[config.mk]
export PLATFORM = sky130hd
export DESIGN_NAME = acc_alu_out
export DESIGN_NICKNAME = d
export VERILOG_FILES = /design/src/rtl/sap_pkg.sv /design/src/rtl/sap_out_fifo.sv /design/src/rtl/acc_alu_out.sv
export SDC_FILE = /design/constraint.sdc
export NUM_CORES = 1
export LEC_CHECK = 0
export ABC_CLOCK_PERIOD_IN_PS = 2900
export CORE_ASPECT_RATIO = 1.75
export CORE_MARGIN = 2
export CORE_UTILIZATION = 45
export DETAILED_ROUTE_END_ITERATION = 10
export PLACE_DENSITY = 0.68
export SYNTH_ARGS = -nofsm -noshare
export SYNTH_HDL_FRONTEND = slang
export SYNTH_SLANG_ARGS = --single-unit
[constraint.sdc]
create_clock -name clk -period 2.9 [get_ports clk]
set_input_delay 0.58 -clock clk [delete_from_list [all_inputs] [get_ports clk]]
set_output_delay 0.58 -clock clk [all_outputs]
set_load 0.1 [all_outputs]
[src/rtl/sap_pkg.sv]
`timescale 1ns/1ps
`default_nettype none
// ============================================================================
//  Module      : sap_pkg
//  Description : Shared SAP-style constants: default datapath width, opcode
//                values, control-word bit positions and a control-word
//                decoder used by the datapath stages.
//  Revision    : 1.0 - initial release
// ============================================================================
package sap_pkg;

    // Default datapath / W-bus width
    localparam int C_SAP_WIDTH = 8;

    // Instruction opcodes (upper nibble of the instruction register)
    localparam logic [3:0] C_OP_LDA = 4'b0000;
    localparam logic [3:0] C_OP_ADD = 4'b0001;
    localparam logic [3:0] C_OP_SUB = 4'b0010;
    localparam logic [3:0] C_OP_OUT = 4'b1110;
    localparam logic [3:0] C_OP_HLT = 4'b1111;

    // Bit positions of this stage's signals inside the control word
    localparam int C_CW_LA   = 5;
    localparam int C_CW_EA   = 4;
    localparam int C_CW_SU   = 3;
    localparam int C_CW_EU   = 2;
    localparam int C_CW_LB   = 1;
    localparam int C_CW_LO   = 0;
    localparam int C_CW_BITS = 6;

    // Decoded control signals consumed by the accumulator/ALU/output stage
    typedef struct packed {
        logic la;
        logic ea;
        logic su;
        logic eu;
        logic lb;
        logic lo;
    } ctrl_t;

    // Split a raw control word into named fields
    function automatic ctrl_t cw_unpack(input logic [C_CW_BITS-1:0] cw);
        ctrl_t c;
        c.la = cw[C_CW_LA];
        c.ea = cw[C_CW_EA];
        c.su = cw[C_CW_SU];
        c.eu = cw[C_CW_EU];
        c.lb = cw[C_CW_LB];
        c.lo = cw[C_CW_LO];
        return c;
    endfunction

endpackage : sap_pkg
`default_nettype wire

[src/rtl/sap_out_fifo.sv]
`timescale 1ns/1ps
`default_nettype none
// ============================================================================
//  Module      : sap_out_fifo
//  Description : Small output FIFO between the datapath and a slow display
//                consumer. Pushes can never be stalled, so a push into a
//                full FIFO without a simultaneous pop is dropped and a sticky
//                overflow flag is raised until reset.
//  Revision    : 1.0 - initial release
// ============================================================================
module sap_out_fifo #(
    parameter int WIDTH     = 8,
    parameter int OUT_DEPTH = 4
) (
    input  logic             clk,
    input  logic             rst_n,
    input  logic             push_i,
    input  logic [WIDTH-1:0] push_data_i,
    input  logic             pop_i,
    output logic [WIDTH-1:0] data_o,
    output logic             valid_o,
    output logic             ovf_o
);

    localparam int C_PTR_W = $clog2(OUT_DEPTH);
    localparam int C_CNT_W = C_PTR_W + 1;

    logic [WIDTH-1:0]   mem_q [OUT_DEPTH];
    logic [C_PTR_W-1:0] wr_ptr_q;
    logic [C_PTR_W-1:0] rd_ptr_q;
    logic [C_CNT_W-1:0] count_q;
    logic [C_CNT_W-1:0] count_d;
    logic               ovf_q;
    logic               ovf_d;

    logic w_empty;
    logic w_full;
    logic w_pop;
    logic w_push;

    assign w_empty = (count_q == '0);
    assign w_full  = (count_q == C_CNT_W'(OUT_DEPTH));
    // Pops on an empty FIFO are ignored; a pop frees the slot for a same-cycle push
    assign w_pop   = pop_i & ~w_empty;
    assign w_push  = push_i & (~w_full | w_pop);

    assign data_o  = mem_q[rd_ptr_q];
    assign valid_o = ~w_empty;
    assign ovf_o   = ovf_q;

    // Occupancy and sticky overflow next-state
    always_comb begin
        count_d = count_q;
        ovf_d   = ovf_q;
        if (w_push && !w_pop) begin
            count_d = count_q + C_CNT_W'(1);
        end else if (!w_push && w_pop) begin
            count_d = count_q - C_CNT_W'(1);
        end
        if (push_i && !w_push) begin
            ovf_d = 1'b1;
        end
    end

    // Pointer, occupancy and overflow registers
    always_ff @(posedge clk or negedge rst_n) begin
        if (!rst_n) begin
            wr_ptr_q <= '0;
            rd_ptr_q <= '0;
            count_q  <= '0;
            ovf_q    <= 1'b0;
        end else begin
            if (w_push) begin
                wr_ptr_q <= wr_ptr_q + C_PTR_W'(1);
            end
            if (w_pop) begin
                rd_ptr_q <= rd_ptr_q + C_PTR_W'(1);
            end
            count_q <= count_d;
            ovf_q   <= ovf_d;
        end
    end

    // Storage array; contents are don't-care while the FIFO is empty
    always_ff @(posedge clk) begin
        if (w_push) begin
            mem_q[wr_ptr_q] <= push_data_i;
        end
    end

endmodule : sap_out_fifo
`default_nettype wire

[src/rtl/acc_alu_out.sv]
`timescale 1ns/1ps
`default_nettype none
// ============================================================================
//  Module      : acc_alu_out
//  Description : Accumulator A, register B, adder/subtractor and W-bus driver
//                of a SAP-style CPU, plus an output FIFO fed on OUT.
//                Optional carry/zero flag registers are built only when the
//                macro ACC_ALU_FLAGS_EN is defined; otherwise both flags are 0.
//  Revision    : 1.0 - initial release
// ============================================================================
module acc_alu_out
    import sap_pkg::*;
#(
    parameter int WIDTH     = C_SAP_WIDTH,
    parameter int OUT_DEPTH = 4
) (
    input  logic             clk,
    input  logic             clr,
    input  logic [WIDTH-1:0] wbus_in,
    input  logic             LA,
    input  logic             EA,
    input  logic             SU,
    input  logic             EU,
    input  logic             LB,
    input  logic             LO,
    output logic [WIDTH-1:0] wbus_out,
    output logic             wbus_oe,
    output logic [WIDTH-1:0] out_data,
    output logic             out_valid,
    input  logic             out_ready,
    output logic             out_ovf,
    output logic             carry,
    output logic             zero
);

    ctrl_t            w_ctrl;
    logic [WIDTH-1:0] a_q;
    logic [WIDTH-1:0] a_d;
    logic [WIDTH-1:0] b_q;
    logic [WIDTH-1:0] b_d;
    logic             lo_q;
    logic [WIDTH-1:0] w_b_operand;
    logic [WIDTH:0]   w_sum;
    logic [WIDTH-1:0] w_result;
    logic             w_cout;
    logic             w_push;

    assign w_ctrl = cw_unpack({LA, EA, SU, EU, LB, LO});

    // Two's-complement add/subtract: subtract is A + ~B + 1
    always_comb begin
        w_b_operand = w_ctrl.su ? ~b_q : b_q;
        w_sum       = {1'b0, a_q} + {1'b0, w_b_operand} + {{WIDTH{1'b0}}, w_ctrl.su};
    end

    assign w_result = w_sum[WIDTH-1:0];
    assign w_cout   = w_sum[WIDTH];

    // Bus contribution: accumulator has priority over the ALU result
    always_comb begin
        wbus_out = '0;
        if (w_ctrl.ea) begin
            wbus_out = a_q;
        end else if (w_ctrl.eu) begin
            wbus_out = w_result;
        end
    end

    assign wbus_oe = w_ctrl.ea | w_ctrl.eu;

    // Register next-state; the ALU result feeds A directly, avoiding the bus
    always_comb begin
        a_d = a_q;
        b_d = b_q;
        if (w_ctrl.la) begin
            a_d = w_ctrl.eu ? w_result : wbus_in;
        end
        if (w_ctrl.lb) begin
            b_d = wbus_in;
        end
    end

    // A, B and LO history registers
    always_ff @(posedge clk or negedge clr) begin
        if (!clr) begin
            a_q  <= '0;
            b_q  <= '0;
            lo_q <= 1'b0;
        end else begin
            a_q  <= a_d;
            b_q  <= b_d;
            lo_q <= w_ctrl.lo;
        end
    end

    // LO is held across several control states; only its rising edge pushes,
    // and the pushed value already includes a same-cycle accumulator load.
    assign w_push = w_ctrl.lo & ~lo_q;

    sap_out_fifo #(
        .WIDTH     (WIDTH),
        .OUT_DEPTH (OUT_DEPTH)
    ) u_out_fifo (
        .clk         (clk),
        .rst_n       (clr),
        .push_i      (w_push),
        .push_data_i (a_d),
        .pop_i       (out_ready),
        .data_o      (out_data),
        .valid_o     (out_valid),
        .ovf_o       (out_ovf)
    );

`ifdef ACC_ALU_FLAGS_EN
    logic carry_q;
    logic carry_d;
    logic zero_q;
    logic zero_d;

    // Flags update only on accumulator loads; a bus load leaves carry alone
    always_comb begin
        carry_d = carry_q;
        zero_d  = zero_q;
        if (w_ctrl.la) begin
            if (w_ctrl.eu) begin
                carry_d = w_cout;
                zero_d  = (w_result == '0);
            end else begin
                zero_d  = (wbus_in == '0);
            end
        end
    end

    // Flag registers
    always_ff @(posedge clk or negedge clr) begin
        if (!clr) begin
            carry_q <= 1'b0;
            zero_q  <= 1'b0;
        end else begin
            carry_q <= carry_d;
            zero_q  <= zero_d;
        end
    end

    assign carry = carry_q;
    assign zero  = zero_q;
`else
    logic w_unused_cout;
    assign w_unused_cout = w_cout;
    assign carry         = 1'b0;
    assign zero          = 1'b0;
`endif

endmodule : acc_alu_out
`default_nettype wire
==> flow_summary.ini <==
[status]
status = complete, but fails checks
violations_in_the_final_reports = negative setup slack

[routing]
viasPerCell = 5.18
drt-wirelength-per-cell_um = 16.1
drtPass1Iterations = 4
drc = 0
drt_iter0_markers = 55
wirelength_um = 5950
route.vias.total = 1912
antenna_violating_nets_post_route = 0

[worst_setup_path]
worst_setup_path_start_kind = primary input
type_of_destination_of_the_critical_path = primary output
critical_path.max_fanout = 5
cp.required_ps = 2320
worst-setup-path-type = in2out
critPathArrivalTime_ps = 2470

[layout]
finish.instance_area_sq_mm = 0.00397
seq_area_sq_mm = 0.00159
finish.net_count = 315
post_route_cells_drive_above_1_share = 0.408
antennaDiodeCount = 0
multi_input_area_sq_mm = 0.00136
finalCoreUtilization = 0.642
flow.area_growth_from_synthesis_pct = 37.7
fillCellCount = 502

[global_routing]
grt_use_total = 0.189
global_route.overflow_total = 0
grt_max_degree = 26
grt_first_pass_wirelength_um = 9780
vias_in_the_first_global_route = 1953
grt_antenna_before_repair = 0

[yosys]
post-synth-top-count-cell = sky130_fd_sc_hd__edfxtp_1
synthesis.area_per_instance_sq_um = 13.5
synth-seq-cells = 57
synth-edff-count = 32
netlist_top_cells_count = 32 x sky130_fd_sc_hd__edfxtp_1, 25 x sky130_fd_sc_hd__dfrtp_1, 18 x sky130_fd_sc_hd__nand2_1, 12 x sky130_fd_sc_hd__ha_1, 10 x sky130_fd_sc_hd__xor2_1
synth_cell_type_count = 47
postSynth.topFlopCell = sky130_fd_sc_hd__edfxtp_1
area_of_the_mapped_netlist_sq_mm = 0.00288
netlist_top_cells_area = sky130_fd_sc_hd__edfxtp_1 33%, sky130_fd_sc_hd__dfrtp_1 22%, sky130_fd_sc_hd__mux4_2 6.3%, sky130_fd_sc_hd__ha_1 5.2%, sky130_fd_sc_hd__mux2_2 3.5%
synth_top_area_cell = sky130_fd_sc_hd__edfxtp_1
syn-instance-count = 214
register_area_share_after_synthesis = 0.551
yosys_warnings = 0
post-synth-top-area-fraction = 0.334
ys_async_sr_fraction = 0.439

[pwr]
p_per_area_mw_per_mm2 = 1090
cellLeakagePower_nw = 1.60
vdd.ir_drop.worst_mv = 0.530

[timing]
report.final.setup_viol = 5
maxClockFrequency_ghz = 0.327
slew_headroom = 0.633
hold_violations = 0
setup-tns-final_ps = -520
clock_skew_ps = 7.71
final_critical_path_setup_slack_ps = -154
drv_slew = 0
layout_min_cycle_time_ps = 3050
finalCritPeriodShare = 1.05
final.hold.worst_slack_ps = 477
rsz0062_at_grt = yes
worst_margin_pin_slew_ps = 551

[clock_tree]
htree_levels = 3
path_clk_slew_ps = 70
numClockSinks = 57
numCtsBuffers = 9
tritoncts_clock_tree = done
skew_pair_late_insertion_delay_ps = 330
clock-root-buffer = sky130_fd_sc_hd__clkbuf_8
cts_max_path_buffers = 2

[run]
maxCapViolCount = 0

[place]
io_buffer_count = 35
dp_hpwl_um = 4420
gp_congestion = 0.856
placement_cell_area_sq_mm = 0.00363

[die]
boundaryPins = 38
dieWidth_um = 64.5
height_of_the_die_um = 110
initial_core_utilization = 0.466
floorplan.rows = 38
fp.dieArea_sq_mm = 0.00708
fp.coreArea_sq_mm = 0.00618

[hold_path]
hold_path.class = reg2reg
-- power breakdown --
group	internal [mW]	switching, mW
logic	0.911	1.49
clock network	0.394	0.320
registers	1.05	0.155
total	2.36	1.96
-- routing by layer --
metal	global-route usage	wire length, um	vias to the layer above
met5	0	0	-
met4	0.0942	146	0
met3	0.0399	197	10
met2	0.340	3390	50
met1	0.209	2220	928
li1	-	-	924
-- cell families after synthesis --
kind of cell             count (synthesis)  synth area share
flip-flops                              57             0.551
AND/OR/NAND/NOR                         51            0.0895
AO/OA/AOI/OAI                           33            0.0882
multiplexers                            20             0.110
buffers and inverters                   20            0.0395
XOR/XNOR                                18            0.0547
adder cells (fa/ha/maj)                 14            0.0660
other                                    1           0.00130
-- worst max-delay path, stage by stage --
cell and delay [ps]:
sky130_fd_sc_hd__buf_6 120, sky130_fd_sc_hd__buf_6 120, sky130_fd_sc_hd__xor2_1 150, sky130_fd_sc_hd__ha_1 340
sky130_fd_sc_hd__a21oi_1 160, sky130_fd_sc_hd__nand2_1 100, sky130_fd_sc_hd__a221oi_4 340, sky130_fd_sc_hd__xnor2_2 130
sky130_fd_sc_hd__o31ai_4 220, sky130_fd_sc_hd__buf_12 210
-- cell type report --
cell class,instances,area share
sequential,57,0.400
timing repair buffer,69,0.174
inverter,9,0.00852
tap,80,0.0252
clock inverter,7,0.0180
clock buffer,9,0.0312
multi-input combinational,138,0.343
-- flip-flops by register name, summed over array words and instances (netlist names) --
register and flops:
b_q 8, u_out_fifo.count_q 3, lo_q 1, u_out_fifo.mem_q 32, a_q 8, u_out_fifo.rd_ptr_q 2
u_out_fifo.wr_ptr_q 2, u_out_fifo.ovf_o 1
-- placed cells by master (no fill, tap or decap), drive strengths merged, types with 4 or more instances in the layout --
| cell | count |
|---|---|
| nand3 | 8 |
| clkdlybuf4s50 | 15 |
| mux2 | 10 |
| dfrtp | 25 |
| ha | 12 |
| buf | 54 |
| nor2 | 8 |
| xnor2 | 8 |
| xor2 | 10 |
| o21ai | 7 |
| nand2 | 18 |
| mux4 | 8 |
| and3 | 4 |
| clkbuf | 9 |
| a21oi | 5 |
| edfxtp | 32 |
| o31ai | 4 |
| and2 | 4 |
| inv | 9 |
-- through the flow --
stage	instances	setup WS, ps	power, mW
2_1_floorplan	215	-540	2.88
5_1_grt	369	-311	4.53
6_report	369	-154	4.32
4_1_cts	365	-199	4.30
3_5_place_dp	345	-724	3.48
3_3_place_gp	345	-700	3.46
-- what timing repair did --
action | CTS | global route
setup endpoints to repair | 7 | 5
setup buffers | 4 | 4
gates resized for setup | 15 | 7
pin swaps | 11 | 10
hold buffers | 0 | 0
-- path summary, 6_finish.rpt --
check,from,endpoint,slack [ps],cells after the start
max,SU,wbus_out[7],-150,10
min,u_out_fifo.ovf_o$_DFFE_PN0P_,u_out_fifo.ovf_o$_DFFE_PN0P_,480,1
max reg2reg,b_q[0]$_DFFE_PN0P_,u_out_fifo.mem_q[3][6]$_DFFE_PP_,340,10
min reg2reg,u_out_fifo.ovf_o$_DFFE_PN0P_,u_out_fifo.ovf_o$_DFFE_PN0P_,480,1
max in group asynchronous,clr,b_q[5]$_DFFE_PN0P_,2010,2
min in group asynchronous,clr,b_q[1]$_DFFE_PN0P_,620,2
(Power assumes the default switching activity.)
